`src/rtl/exe_mem_elastic_reg.sv`:
```
// exe_mem_elastic_reg: elastic EXE->MEM pipeline register.
// Carries MEM_R_EN/MEM_W_EN/WB_EN, Dest, ALU_Res and Val_Rm from EXE to MEM
// behind a valid/ready handshake. With SKID_EN=1 a second (skid) entry lets
// in_ready come straight from a flop, so a MEM stall never creates a
// combinational ready path back into EXE. With SKID_EN=0 the stage holds a
// single entry and in_ready = out_ready | ~out_valid.
//
// Ports:
//   clk, rst          clock; synchronous active-low reset
//   flush             drop every held entry (and any same-cycle input)
//   in_valid/in_ready EXE-side handshake
//   *_in              control bits, destination and data from EXE
//   out_valid/out_ready MEM-side handshake
//   *_out             head entry; control bits are gated by out_valid
//   fwd_wb_en/fwd_dest forwarding tap from the head entry
module exe_mem_elastic_reg #(
  parameter int unsigned WORD_WIDTH     = 32,
  parameter int unsigned REG_FILE_DEPTH = 4,
  parameter int unsigned SKID_EN        = 1
) (
  input  logic                      clk,
  input  logic                      rst,
  input  logic                      flush,
  input  logic                      in_valid,
  output logic                      in_ready,
  input  logic                      MEM_R_EN_in,
  input  logic                      MEM_W_EN_in,
  input  logic                      WB_EN_in,
  input  logic [REG_FILE_DEPTH-1:0] Dest_in,
  input  logic [WORD_WIDTH-1:0]     ALU_Res_in,
  input  logic [WORD_WIDTH-1:0]     Val_Rm_in,
  output logic                      out_valid,
  input  logic                      out_ready,
  output logic                      MEM_R_EN_out,
  output logic                      MEM_W_EN_out,
  output logic                      WB_EN_out,
  output logic [REG_FILE_DEPTH-1:0] Dest_out,
  output logic [WORD_WIDTH-1:0]     ALU_Res_out,
  output logic [WORD_WIDTH-1:0]     Val_Rm_out,
  output logic                      fwd_wb_en,
  output logic [REG_FILE_DEPTH-1:0] fwd_dest
);

  // Entry layout: {MEM_R_EN, MEM_W_EN, WB_EN, Dest, ALU_Res, Val_Rm}
  localparam int unsigned ENTRY_W = 3 + REG_FILE_DEPTH + 2 * WORD_WIDTH;
  localparam int unsigned DATA_W  = REG_FILE_DEPTH + 2 * WORD_WIDTH;

  typedef enum logic [1:0] {
    ST_EMPTY = 2'd0,
    ST_ONE   = 2'd1,
    ST_FULL  = 2'd2
  } state_t;

  state_t             r_state;
  logic               r_h_valid;
  logic               r_s_valid;
  logic               r_in_ready;
  logic [ENTRY_W-1:0] r_h_entry;
  logic [ENTRY_W-1:0] r_s_entry;

  logic               w_in_fire;
  logic               w_out_fire;
  logic [ENTRY_W-1:0] w_in_entry;

  assign w_in_entry = {MEM_R_EN_in, MEM_W_EN_in, WB_EN_in, Dest_in, ALU_Res_in, Val_Rm_in};

  // Skid variant: ready is a flop; single-entry variant: classic pass-through ready.
  assign in_ready   = (SKID_EN != 0) ? r_in_ready : (out_ready | ~r_h_valid);
  assign out_valid  = r_h_valid;
  assign w_in_fire  = in_valid & in_ready;
  assign w_out_fire = r_h_valid & out_ready;

  // Occupancy state, valid bits, ready flop and entry storage.
  always_ff @(posedge clk) begin
    if (!rst) begin
      r_state    <= ST_EMPTY;
      r_h_valid  <= 1'b0;
      r_s_valid  <= 1'b0;
      r_in_ready <= 1'b1;
      r_h_entry  <= '0;
      r_s_entry  <= '0;
    end else if (flush) begin
      // Held entries are dropped; a same-cycle input is dropped too.
      r_state    <= ST_EMPTY;
      r_h_valid  <= 1'b0;
      r_s_valid  <= 1'b0;
      r_in_ready <= 1'b1;
    end else begin
      case (r_state)
        ST_EMPTY: begin
          if (w_in_fire) begin
            r_h_entry <= w_in_entry;
            r_h_valid <= 1'b1;
            r_state   <= ST_ONE;
          end
        end
        ST_ONE: begin
          if (w_in_fire && !w_out_fire) begin
            // Only reachable with a skid slot; park the new entry behind H.
            if (SKID_EN != 0) begin
              r_s_entry  <= w_in_entry;
              r_s_valid  <= 1'b1;
              r_in_ready <= 1'b0;
              r_state    <= ST_FULL;
            end
          end else if (w_in_fire && w_out_fire) begin
            r_h_entry <= w_in_entry;
          end else if (w_out_fire) begin
            r_h_valid <= 1'b0;
            r_state   <= ST_EMPTY;
          end
        end
        ST_FULL: begin
          // in_ready is low here, so only the head can move.
          if (w_out_fire) begin
            r_h_entry  <= r_s_entry;
            r_s_valid  <= 1'b0;
            r_in_ready <= 1'b1;
            r_state    <= ST_ONE;
          end
        end
        default: begin
          r_state    <= ST_EMPTY;
          r_h_valid  <= 1'b0;
          r_s_valid  <= 1'b0;
          r_in_ready <= 1'b1;
        end
      endcase
    end
  end

  // Control bits are gated so a bubble never issues a memory access or writeback.
  assign MEM_R_EN_out = r_h_entry[ENTRY_W-1] & r_h_valid;
  assign MEM_W_EN_out = r_h_entry[ENTRY_W-2] & r_h_valid;
  assign WB_EN_out    = r_h_entry[ENTRY_W-3] & r_h_valid;
  assign Dest_out     = r_h_entry[DATA_W-1 -: REG_FILE_DEPTH];
  assign ALU_Res_out  = r_h_entry[2*WORD_WIDTH-1 -: WORD_WIDTH];
  assign Val_Rm_out   = r_h_entry[WORD_WIDTH-1:0];

  // S valid implies H valid, so the head alone drives the forwarding tap.
  assign fwd_dest     = r_h_entry[DATA_W-1 -: REG_FILE_DEPTH];
  assign fwd_wb_en    = r_h_entry[ENTRY_W-3] & r_h_valid;

endmodule

```
`config.mk`:
```
export PLATFORM = sky130hd
export DESIGN_NAME = exe_mem_elastic_reg
export DESIGN_NICKNAME = d
export VERILOG_FILES = /design/src/rtl/exe_mem_elastic_reg.sv
export SDC_FILE = /design/constraint.sdc
export NUM_CORES = 1
export LEC_CHECK = 0
export BUFFER_PORTS_ARGS = -buffer_cell sky130_fd_sc_hd__buf_2
export CAP_MARGIN = 20
export CORE_ASPECT_RATIO = 0.9
export CORE_UTILIZATION = 44
export CTS_CLUSTER_SIZE = 30
export DETAILED_ROUTE_END_ITERATION = 6
export PLACE_DENSITY = 0.74
export SLEW_MARGIN = 20
export SYNTH_ARGS = -nofsm -noshare
export SYNTH_HDL_FRONTEND = slang
export SYNTH_SLANG_ARGS = --single-unit
```
`constraint.sdc`:
```
create_clock -name clk -period 1.93 [get_ports clk]
set_input_delay 0.0965 -clock clk [delete_from_list [all_inputs] [get_ports clk]]
set_output_delay 0.0965 -clock clk [all_outputs]
set_load 0.02 [all_outputs]
```
# ---- After elaboration in Yosys (flattened, before gate mapping)
# Cells that the tools add are included.
dict set report totals {
  ff_bits 146
  out_inout_bits 78
}
dict set report op_classes {
  n_eq_ne 11
  mux 19
  bitwise 9
  reduce_logical 11
}
# operator n
set ops {}
lappend ops {{71-bit two-way mux} 4}
lappend ops {{71-bit case mux with 3 select lines} 1}
lappend ops {{2-bit != test (second input constant)} 7}
lappend ops {{2-bit two-way mux} 5}
lappend ops {{1-bit two-way mux} 6}
lappend ops {{3-bit != test (second input constant)} 2}
lappend ops {{1-bit case mux with 3 select lines} 2}
lappend ops {{2-bit case mux with 3 select lines} 1}
lappend ops {{3-bit AND reduction} 2}
lappend ops {{6-bit AND reduction} 1}
lappend ops {{1-bit AND} 5}
lappend ops {{5-bit AND reduction} 1}
lappend ops {{1-bit inverter} 4}
lappend ops {{4-bit AND reduction} 1}
lappend ops {{3-bit nonzero test} 1}
lappend ops {{2-bit by 1-bit == test with 1-bit output (second input constant)} 1}
lappend ops {{2-bit == test (second input constant)} 1}
lappend ops {{1-bit logical AND} 2}
lappend ops {{2-bit zero test} 1}
lappend ops {{2-bit OR reduction} 1}
lappend ops {{1-bit zero test} 1}

# ---- Logic depth before layout (Yosys ltp)
# Gate-level depths: netlist of the first run.
dict set report depth {
  ltp_word 5
  depth_mapped 7
  ltp_nobuf 3
}

# ---- Worst setup path after synthesis of the first run
# Ideal clock, no wire load.
dict set report synth_timing {
  path_kind {reg-to-reg}
  startpoint {register r_h_valid (netlist: out_valid)}
  endpoint {register r_h_entry[0]}
  setup_ns 0.081
  arrival_ns 1.567
  required_ns 1.849
  setup_slack_ns 0.282
  stages_incl_launch_ff 7
  n_path_buf 3
  synth_period_minus_slack_ns 1.648
  cell_sequence {dfxtp_1 -> buf_2 -> and4b_1 -> buf_2 -> clkbuf_1 -> a221oi_1 -> a211oi_2}
}
dict set report synth_via {
  elab_chain_len 5
  elab_cells_between_ends 8
  cone_classes {eq/ne (3); bitwise (1); reduce/logical (4)}
}
# item line_no
set synth_rtl {}
lappend synth_rtl {{start, declared} 55} ;# logic r_h_valid;
lappend synth_rtl {{start signal, assigned} 77} ;# r_h_valid <= 1'b0;
lappend synth_rtl {{start signal, assigned} 85} ;# r_h_valid <= 1'b0;
lappend synth_rtl {{start signal, assigned} 93} ;# r_h_valid <= 1'b1;
lappend synth_rtl {{1-bit AND *} 71} ;# assign w_out_fire = r_h_valid & out_ready;
lappend synth_rtl {{1-bit zero test} 98} ;# if (w_in_fire && !w_out_fire) begin
lappend synth_rtl {{1-bit logical AND} 98}
lappend synth_rtl {{2-bit != test (no source line)} --}
lappend synth_rtl {{6-bit AND reduction (no source line) *} --}
lappend synth_rtl {{end signal, assigned} 92} ;# r_h_entry <= w_in_entry;
lappend synth_rtl {{end signal, assigned} 107} ;# r_h_entry <= w_in_entry;
lappend synth_rtl {{end signal, assigned} 116} ;# r_h_entry <= r_s_entry;
lappend synth_rtl {{end, declared} 58} ;# logic [ENTRY_W-1:0] r_h_entry;
# Mark *: on every way between the ends. The rest lies on a longest branch, timed or not.
# A chain may end at the register's enable or synchronous reset.

# ---- Final worst setup path of the first run
dict set report layout_timing {
  startpoint {register r_h_valid (netlist: out_valid)}
  endpoint {register r_h_entry[4]}
}
# Same word-level chain as after synthesis.

==> results of run 1 <==
## critical path: stages, from the launching register on
cell and delay (ns):
dfxtp_1 0.47, a21bo_4 0.20, buf_4 0.45, a221oi_1 0.20, a211oi_2 0.27
## cell type report
class                   count  area (um^2)
inverters                   3         16.3
clock inverters             9          129
fillers                  1429         7170
flip-flops and latches    146         2920
clock buffers              23          478
multi-input cells         454         3540
well taps                 207          259
repair buffers            247         1820
diodes                      2         5.00
## path summary, 6_finish.rpt
kind | depth (start not counted) | to | start | slack, ns
worst max-delay path | 4 | r_h_entry[4]$_SDFFE_PN0P_ | out_valid$_SDFFE_PP0P_ | 0.23
worst min-delay path | 2 | r_state[1]$_SDFFE_PP0P_ | out_ready | 0.05
worst max register to register | 4 | r_h_entry[4]$_SDFFE_PN0P_ | out_valid$_SDFFE_PP0P_ | 0.23
worst min register to register | 2 | r_s_entry[33]$_SDFFE_PN0P_ | r_s_entry[33]$_SDFFE_PN0P_ | 0.47
## metrics by stage
stage,worst slack (ns),instances
detailed placement,0.274,986
global route,0.166,1091
finish,0.233,1091
floorplan,0.282,772
CTS,0.287,1089
global placement,0.342,986
## placed cells by master, fill, tap and decap left out, types with 2 or more instances in the layout
master / netlist / final
a221oi_1: 72 / 72
a21o_1: 2 / 2
diode_2: 0 / 2
and2_1: 3 / 3
a211oi_2: 70 / 70
mux2i_1: 71 / 71
nand3_1: 72 / 72
buf_12: 0 / 14
o21ai_0: 71 / 71
buf_4: 74 / 9
clkbuf_8: 0 / 3
clkinvlp_4: 0 / 2
nand2_1: 2 / 2
clkbuf_1: 57 / 3
clkinv_2: 0 / 3
clkbuf_16: 0 / 17
a21oi_1: 75 / 75
dlygate4sd3_1: 0 / 71
buf_2: 22 / 153
bufinv_16: 0 / 3
dfxtp_1: 146 / 146
a211oi_1: 2 / 2
## logic make-up after synthesis
family	share of synthesized area, %
mux	9.50
compound gates	31.0
flops	39.1
buf+inv	14.3
simple gates	6.10
## state kept, by name (all words and copies together), names as in the netlist
| register | flops |
|---|---|
| r_h_entry | 71 |
| r_state | 2 |
| r_s_entry | 71 |
| in_ready | 1 |
| out_valid | 1 |
## report_power, final
group,internal (uW),total [uW],switching (uW)
sequential,3150,3230,78.3
combinational,528,1260,732
clock,2130,3380,1250
## metal layers
metal / vias up / share of wire, % / track usage (%)
met3: 22 / 6.1 / 4.98
li1: 3047 / - / -
met1: 3141 / 45 / 30.3
met4: 0 / 1.8 / 9.41
met2: 243 / 48 / 36.3
met5: - / 0 / 0
==> out/metrics.sh, run 1 <==
NUMCLOCKSINKS=146
FIRST_GLOBAL_VIAS=6292
POST-DP-HPWL_MM=11.2
ROUTE.ANTENNA.REMAINING_NETS=0
ROUTE.FINAL.WIRE_LENGTH_MM=20.3
SYNTH_TOP_CELL_AREA_SHARE_PCT=39.1
NETLIST-CELL-TYPE-COUNT=31
POSTSYNTHNETCOUNT=848
DRT_PASS1_ITERATIONS=5
REPORT.POWER.TOTAL_uW=7870
GRT_OVERFLOW_TOTAL=0
DIE-WIDTH_UM=139
SYNTHTOPCELLSBYCOUNT='dfxtp_1 (146), a21oi_1 (75), buf_4 (74)'
TRACK_USAGE_PCT=22.9
SYNTHFLOPTYPE='dfxtp_1'
POWER.DENSITY_mW_PER_MM2=857
CTS_BUFFERS=17
YOSYS_REGISTER_BITS=146
SYNTH_SEQ_AREA_SHARE_PCT=39.1
DIE_HEIGHT_UM=126
MAXCLOCKFREQUENCY_MHz=589
HOLDBUFCOUNTCTS=71
INITIAL_CELL_DENSITY_OF_THE_CORE_PCT=45.8
POST_CTS_SIZING_COUNT=0
CORE_REGION_AREA_MM2=0.0164
PLACE_CONGESTION=0.755
ROUTED_WIRE_LENGTH_PER_INSTANCE_UM=18.6
PLACED_AREA_MM2=0.00785
HOLD-WORST-SLACK_NS=0.0533
GRT_MAX_DEGREE=91
CTS_TREE='yes'
TNS_NS=0
MIN_PERIOD_NS=1.70
POSTCTSSETUPREPAIRBUFS=0
TIGHTEST_SLEW_MARGIN_RELATIVE_TO_THE_LIMIT_PCT=64.9
ANTENNA_FOUND_INITIAL=2
HTREEDEPTH=4
FINALCLOCKSKEW_NS=0.00977
DIE_AREA_MM2=0.0175
PIN_COUNT=154
MOST_REPEATED_CELL_IN_THE_GATE_LEVEL_NETLIST_AFTER_SYNTHESIS='dfxtp_1'
SETUP-VIOLATIONS-FINAL=0
MASTER_CELL_OF_THE_CLOCK_ROOT_BUFFER='clkbuf_16'
HOLD_VIOL_FINAL=0
OUTCOME='finished, final reports clean'
TIMING_WORST_SLEW_PIN_VALUE_NS=0.526
SUMMED_INSTANCE_AREA_OF_THE_SYNTHESIZED_NETLIST_MM2=0.00748
DRV_CAP=0
POSTSYNTH.ASYNCRESETSHARE_PCT=0
SYNTH-EDFF-COUNT=0
VIA_TOTAL_AFTER_DETAILED_ROUTING=6453
P_LEAK_uW=0.00387
SYN-INSTANCE-COUNT=772
FINALNETCOUNT=945
CRITICAL_PATH.ENDPOINT_TYPE='flop'
CP_DATA_REQUIRED_TIME_NS=2.26
CLOCK_LATENCY_LATE_SINK_NS=0.42
CLK_TRANSITION_REPORTED_PATHS_NS=0.06
PORT_BUFFERS=153
IR_DROP_mV=0.597
WORSTPATHARRIVAL_NS=2.03
AREA_GROWTH_SYN_TO_LAYOUT_PCT=22.7
YOSYSTOPAREACELL='dfxtp_1'
DETAILEDROUTE.FIRSTITERATIONVIOLATIONS=458
YS_WARN_COUNT=0
LAYOUT-DRIVE-GT1-SHARE_PCT=32.3
ROWS=44
POST-ROUTE-PERIOD-UTIL_PCT=87.9
DRC=0
CTS_MAX_PATH_BUFFERS=2
FINAL_CORE_UTIL_PCT=56.1
SYNTH.AVG_CELL_AREA_UM2=9.69
GRT_SETUP_UNREPAIRED='no'
CRIT_PATH_MAX_FANOUT=53
FINALMAXSLEWVIOLATIONS=0
HOLDCRITPATHCLASS='in2reg'
GLOBAL_ROUTE_WIRE_LENGTH_BEFORE_REPAIR_MM=32.3
FINAL_AREA_MM2=0.00918
VIAS_PER_CELL=5.91
WORST_SETUP_PATH_CLASS='reg2reg'
CRITPATHLAUNCHTYPE='flop'
SYNTH_AREA_LEADERS='dfxtp_1 (39%), a211oi_2 (12%), mux2i_1 (9.5%)'
Note: power is estimated with default switching activity, not from simulation.
==> run 2: changes to the inputs <==
Settings changed: BUFFER_PORTS_ARGS -buffer_cell sky130_fd_sc_hd__buf_2 to -buffer_cell sky130_fd_sc_hd__clkbuf_2.
==> run 2 against run 1 <==
Sequential cell count did not move. Clock power rose by 6%. Clock-buffer cell count fell by 4. Critical path depth did not move. Global-route usage barely moved. Die area did not move. Fmax fell by 2.3%. Register-to-register slack got worse by 0.04 ns. Routed wire length fell by 0.88%. Sequential power barely moved. Setup slack got worse by 0.040 ns. Cell count barely moved. Critical path type unchanged. Highest routed layer unchanged.
==> out/metrics.sh, run 2 (synthesized netlist as in run 1, its figures left out) <==
HOLD-WORST-SLACK_NS=0.0567
HOLD_VIOL_FINAL=0
DIE_HEIGHT_UM=126
FINAL_CELL_MIX='clkbuf_2 (153), dfxtp_1 (146), a21oi_1 (75)'
HOLDBUFCOUNTCTS=72
POST-ROUTE-PERIOD-UTIL_PCT=90.0
MIN_PERIOD_NS=1.74
PIN_COUNT=154
SLOWEST_DELAY_NS=0.57
PORT_BUFFERS=153
STDCELL_COUNT=1092
CRITICAL_PATH.ENDPOINT_TYPE='flop'
CORE_REGION_AREA_MM2=0.0164
POST_CTS_SIZING_COUNT=0
COMMONEST_NON_FILL_NON_TAP_CELL_IN_THE_LAYOUT='clkbuf_2'
IR_DROP_mV=0.635
CRITPATHSLOWESTCELL='dfxtp_1'
VIAS_PER_CELL=5.94
OUTCOME='finished, final reports clean'
ANTENNA_FOUND_INITIAL=0
ANTENNA-DIODE-COUNT=0
MIN_DELAY_PATH_DEPTH=2
HOLDCRITPATHCLASS='in2reg'
INITIAL_CELL_DENSITY_OF_THE_CORE_PCT=45.8
MASTER_CELL_OF_THE_CLOCK_ROOT_BUFFER='clkbuf_16'
DETAILEDROUTE.FIRSTITERATIONVIOLATIONS=550
REG2REG_SLACK_NS=0.19
GRT_SETUP_UNREPAIRED='no'
POSTCTSSETUPREPAIRBUFS=0
CLK_TRANSITION_REPORTED_PATHS_NS=0.06
FILLERS=1383
WORSTPATHARRIVAL_NS=2.08
CTS_BUFFERS=17
GRT_MAX_DEGREE=64
TIMING_WORST_SLEW_PIN_VALUE_NS=0.436
WORST_SETUP_PATH_CLASS='reg2reg'
CRIT_CHAIN='and4b_2 -> buf_4 -> a221oi_1 -> a211oi_2'
DRC=0
ROUTED_WIRE_LENGTH_PER_INSTANCE_UM=18.4
PLACE_CONGESTION=0.753
ROUTE.FINAL.WIRE_LENGTH_MM=20.1
MAXCLOCKFREQUENCY_MHz=576
FINALNETCOUNT=949
DIE_AREA_MM2=0.0175
AREA_GROWTH_SYN_TO_LAYOUT_PCT=23.5
TNS_NS=0
ROUTE.ANTENNA.REMAINING_NETS=0
CTS_MAX_PATH_BUFFERS=2
DRT_PASS1_ITERATIONS=5
CLOCK_LATENCY_LATE_SINK_NS=0.43
TRACK_USAGE_PCT=23.0
CRITPATHLAUNCHTYPE='flop'
HTREEDEPTH=4
ROWS=44
FINALCLOCKSKEW_NS=0.00802
FIRST_GLOBAL_VIAS=6272
DRV_CAP=0
TOP_REGISTERS='r_h_entry x71, r_s_entry x71, r_state x2'
VIA_TOTAL_AFTER_DETAILED_ROUTING=6490
TIGHTEST_SLEW_MARGIN_RELATIVE_TO_THE_LIMIT_PCT=70.9
NUMCLOCKSINKS=146
P_LEAK_uW=0.00387
LAYOUT-DRIVE-GT1-SHARE_PCT=32.8
POWER.DENSITY_mW_PER_MM2=871
GRT_OVERFLOW_TOTAL=0
DIE-WIDTH_UM=139
POST-DP-HPWL_MM=11.4
SETUP-VIOLATIONS-FINAL=0
FINALMAXSLEWVIOLATIONS=0
CP_DATA_REQUIRED_TIME_NS=2.27
PLACED_CELLS_INCL_TAPS=989
R2R.WORST_PATH.CELLS=4
CTS_TREE='yes'
CRIT_PATH_MAX_FANOUT=24
GLOBAL_ROUTE_WIRE_LENGTH_BEFORE_REPAIR_MM=32.6
run 2: cell count changes in the layout (fill, tap and decap cells not counted), sizes merged:
cell and change:
bufinv +1, inv +2, diode -2, dlygate4sd3 +1, clkbuf +149, buf -150
run 2: metal layers:
layer	up-vias	global-route usage, %	part of all wire (%)
met5	-	0	0
met1	3155	29.5	44
li1	3038	-	-
met2	264	38.1	48
met3	33	5.06	6.0
met4	0	8.10	1.9
run 2: cell type report:
type / count / area (um^2) / share of cell area (%)
clock buffer: 19 / 453 / 4.90
timing repair buffer: 251 / 1870 / 20.2
multi-input combinational: 454 / 3540 / 38.3
clock inverter: 12 / 180 / 1.95
inverter: 3 / 16.3 / 0.176
tap: 207 / 259 / 2.80
sequential: 146 / 2920 / 31.6
run 2: where the power goes:
| group | internal, uW | leakage, uW | total (uW) | switching [uW] |
|---|---|---|---|---|
| combinational | 527 | 0.00238 | 1250 | 728 |
| clock | 2230 | 0.000306 | 3570 | 1330 |
| sequential | 3150 | 0.00119 | 3230 | 83.2 |
run 2: final timing paths:
check | end | start
worst min register to register | r_s_entry[20]$_SDFFE_PN0P_ | r_s_entry[20]$_SDFFE_PN0P_
worst max-delay path | r_h_entry[50]$_SDFFE_PN0P_ | r_state[1]$_SDFFE_PP0P_
worst max register to register | r_h_entry[50]$_SDFFE_PN0P_ | r_state[1]$_SDFFE_PP0P_
worst min-delay path | r_state[1]$_SDFFE_PP0P_ | out_ready
run 2: worst max-delay path, delay by kind of cell, from the launching register on:
family                 cells  cell delay (ns)
DFF                        1             0.57
AOI/OAI and AO/OA          2             0.38
and+or+nand+nor            1             0.37
buffers and inverters      1             0.33
run 2: metrics by stage:
| stage | utilization [%] | setup WS, ns | power [uW] | cell area [um^2] |
|---|---|---|---|---|
| 3_5_place_dp | 48.2 | 0.223 | 4420 | 7890 |
| 6_report | 56.5 | 0.193 | 8050 | 9240 |
| 5_1_grt | 56.5 | 0.0837 | 8330 | 9240 |
| 4_1_cts | 56.5 | 0.210 | 8100 | 9240 |
| 3_3_place_gp | 48.2 | 0.291 | 4410 | 7890 |
| 2_1_floorplan | - | 0.282 | 4190 | 7480 |
==> run 3: changes to the inputs <==
--- a/config.mk
+++ b/config.mk
@@ -7,2 +7,3 @@
 export LEC_CHECK = 0
+export ABC_AREA = 0
 export BUFFER_PORTS_ARGS = -buffer_cell sky130_fd_sc_hd__clkbuf_2
@@ -13,2 +14,3 @@
 export DETAILED_ROUTE_END_ITERATION = 6
+export HOLD_SLACK_MARGIN = 0.12
 export PLACE_DENSITY = 0.74
==> constraint.sdc (replaced) <==
create_clock -name clk -period 1.93 [get_ports clk]
set_input_delay 0.386 -clock clk [delete_from_list [all_inputs] [get_ports clk]]
set_output_delay 0.386 -clock clk [all_outputs]
set_load 0.02 [all_outputs]
==> run 3 against run 2 <==
Critical endpoint is now fwd_wb_en. Setup slack got worse by 0.010 ns. Utilization decreased by 4.8 points. Die area unchanged. Total power fell by 3.8%. Global-route usage is 1.8 points lower. Hold slack better by 0.15 ns. Non-clock buffer count down 73. Register-to-register slack improved by 0.07 ns. Sequential cell count did not move. Largest power group unchanged.
==> out/metrics.sh, run 3 (synthesized netlist as in run 1, its figures left out) <==
OUTCOME='finished, final reports clean'
DETAILEDROUTE.FIRSTITERATIONVIOLATIONS=572
INITIAL_CELL_DENSITY_OF_THE_CORE_PCT=45.8
HOLD_VIOL_FINAL=0
TNS_NS=0
CLOCK_LATENCY_LATE_SINK_NS=0.42
TRACK_USAGE_PCT=21.2
GLOBAL_ROUTE_WIRE_LENGTH_BEFORE_REPAIR_MM=29.7
ROWS=44
POWER.DENSITY_mW_PER_MM2=916
DRT_PASS1_ITERATIONS=5
CRIT_PATH_MAX_FANOUT=10
PLACE_WS_NS=0.130
CTS_MAX_PATH_BUFFERS=2
DRC=0
FIRST_GLOBAL_VIAS=5489
HOLDCRITPATHCLASS='in2reg'
MAXCLOCKFREQUENCY_MHz=572
POST-DP-HPWL_MM=10.9
GRT_OVERFLOW_TOTAL=0
CORE_REGION_AREA_MM2=0.0164
PLACED_CELLS_INCL_TAPS=988
FINALCLOCKSKEW_NS=0.00953
DIE_AREA_MM2=0.0175
STDCELL_COUNT=1019
CLOCK_POWER_SHARE_PCT=43.8
HOLDBUFCOUNTCTS=0
CRITICAL_PATH.ENDPOINT_TYPE='primary output'
ROUTED_WIRE_LENGTH_PER_INSTANCE_UM=18.3
CP_DATA_REQUIRED_TIME_NS=1.54
POSTCTSSETUPREPAIRBUFS=0
FINAL_AREA_MM2=0.00846
PLACE_CONGESTION=0.758
CTS_BUFFERS=17
PLACED_AREA_MM2=0.00786
FINALWORSTSETUPSLACK_NS=0.183
LAYOUT-DRIVE-GT1-SHARE_PCT=35.3
CTS_TREE='yes'
WORSTPATHARRIVAL_NS=1.36
CLK_TRANSITION_REPORTED_PATHS_NS=0.06
ROUTE.ANTENNA.REMAINING_NETS=0
DIE_HEIGHT_UM=126
MIN_PERIOD_NS=1.75
VIAS_PER_CELL=6.03
TOP_REGISTERS='r_h_entry x71, r_s_entry x71, r_state x2'
SETUP-VIOLATIONS-FINAL=0
CRITPATHLAUNCHTYPE='flop'
IR_DROP_mV=0.583
INTERNAL_POWER_uW=5700
MASTER_CELL_OF_THE_CLOCK_ROOT_BUFFER='clkbuf_16'
PORT_BUFFERS=153
POST-ROUTE-PERIOD-UTIL_PCT=90.5
POWER.SHARE.SWITCHING_PCT=26.4
COMMONEST_NON_FILL_NON_TAP_CELL_IN_THE_LAYOUT='clkbuf_2'
ANTENNA_FOUND_INITIAL=0
HTREEDEPTH=4
GRT_MAX_DEGREE=84
DIE-WIDTH_UM=139
FINAL_CELL_MIX='clkbuf_2 (153), dfxtp_1 (146), a21oi_1 (75)'
POST_CTS_SIZING_COUNT=0
TIMING_WORST_SLEW_PIN_VALUE_NS=0.607
ROUTE.FINAL.WIRE_LENGTH_MM=18.6
FINALMAXSLEWVIOLATIONS=0
PWR-SHARE-SEQ_PCT=41.6
P_LEAK_uW=0.00354
ANTENNA-DIODE-COUNT=0
TIGHTEST_SLEW_MARGIN_RELATIVE_TO_THE_LIMIT_PCT=59.5
VIA_TOTAL_AFTER_DETAILED_ROUTING=6141
HOLD-WORST-SLACK_NS=0.210
FINALNETCOUNT=876
WORST_SETUP_PATH_CLASS='reg2out'
DRV_CAP=0
NUMCLOCKSINKS=146
POWER.NET_SWITCHING_uW=2050
POWER.COMBINATIONAL.FRACTION_PCT=14.6
REG2REG_SLACK_NS=0.26
PIN_COUNT=154
AREA_GROWTH_SYN_TO_LAYOUT_PCT=13.1
GRT_SETUP_UNREPAIRED='no'
==> run 3: worst paths after layout <==
| check | from | to | depth (start not counted) |
|---|---|---|---|
| max | out_valid$_SDFFE_PP0P_ | fwd_wb_en | 3 |
| min | ALU_Res_in[6] | r_s_entry[38]$_SDFFE_PN0P_ | 3 |
| max reg2reg | r_state[0]$_SDFFE_PP0P_ | r_h_entry[60]$_SDFFE_PN0P_ | 4 |
| min reg2reg | r_s_entry[10]$_SDFFE_PN0P_ | r_s_entry[10]$_SDFFE_PN0P_ | 2 |
==> run 3: stage by stage <==
step	utilization [%]	total power (uW)
2_1_floorplan	-	4190
3_5_place_dp	48.0	4420
5_1_grt	51.7	8050
3_3_place_gp	48.0	4410
6_report	51.7	7750
4_1_cts	51.7	7820
==> run 3: power by group through the flow <==
stage	registers [uW]	clock network (uW)	logic (uW)
after CTS	3220	3460	1130
after global placement	3290	0	1120
final	3230	3390	1130
after floorplan	3270	0	928
after detailed placement	3290	0	1130
after global routing	3240	3600	1210
==> run 3: area by class of cell <==
class                   count  area, um^2
clock buffers              22         474
repair buffers            178        1120
multi-input cells         454        3540
fillers                  1461        7890
inverters                   3        16.3
clock inverters             9         130
well taps                 207         259
flip-flops and latches    146        2920
==> run 3: critical path, cell delays in order, from the launching register on <==
cell,delay [ns]
dfxtp_1,0.38
buf_4,0.21
and2_1,0.18
clkbuf_2,0.17
==> run 3: metal layers <==
layer / global-route usage (%) / routed length, um
met1: 29.2 / 8740
met2: 32.8 / 8490
met3: 4.68 / 1240
met4: 7.12 / 173
met5: 0 / 0
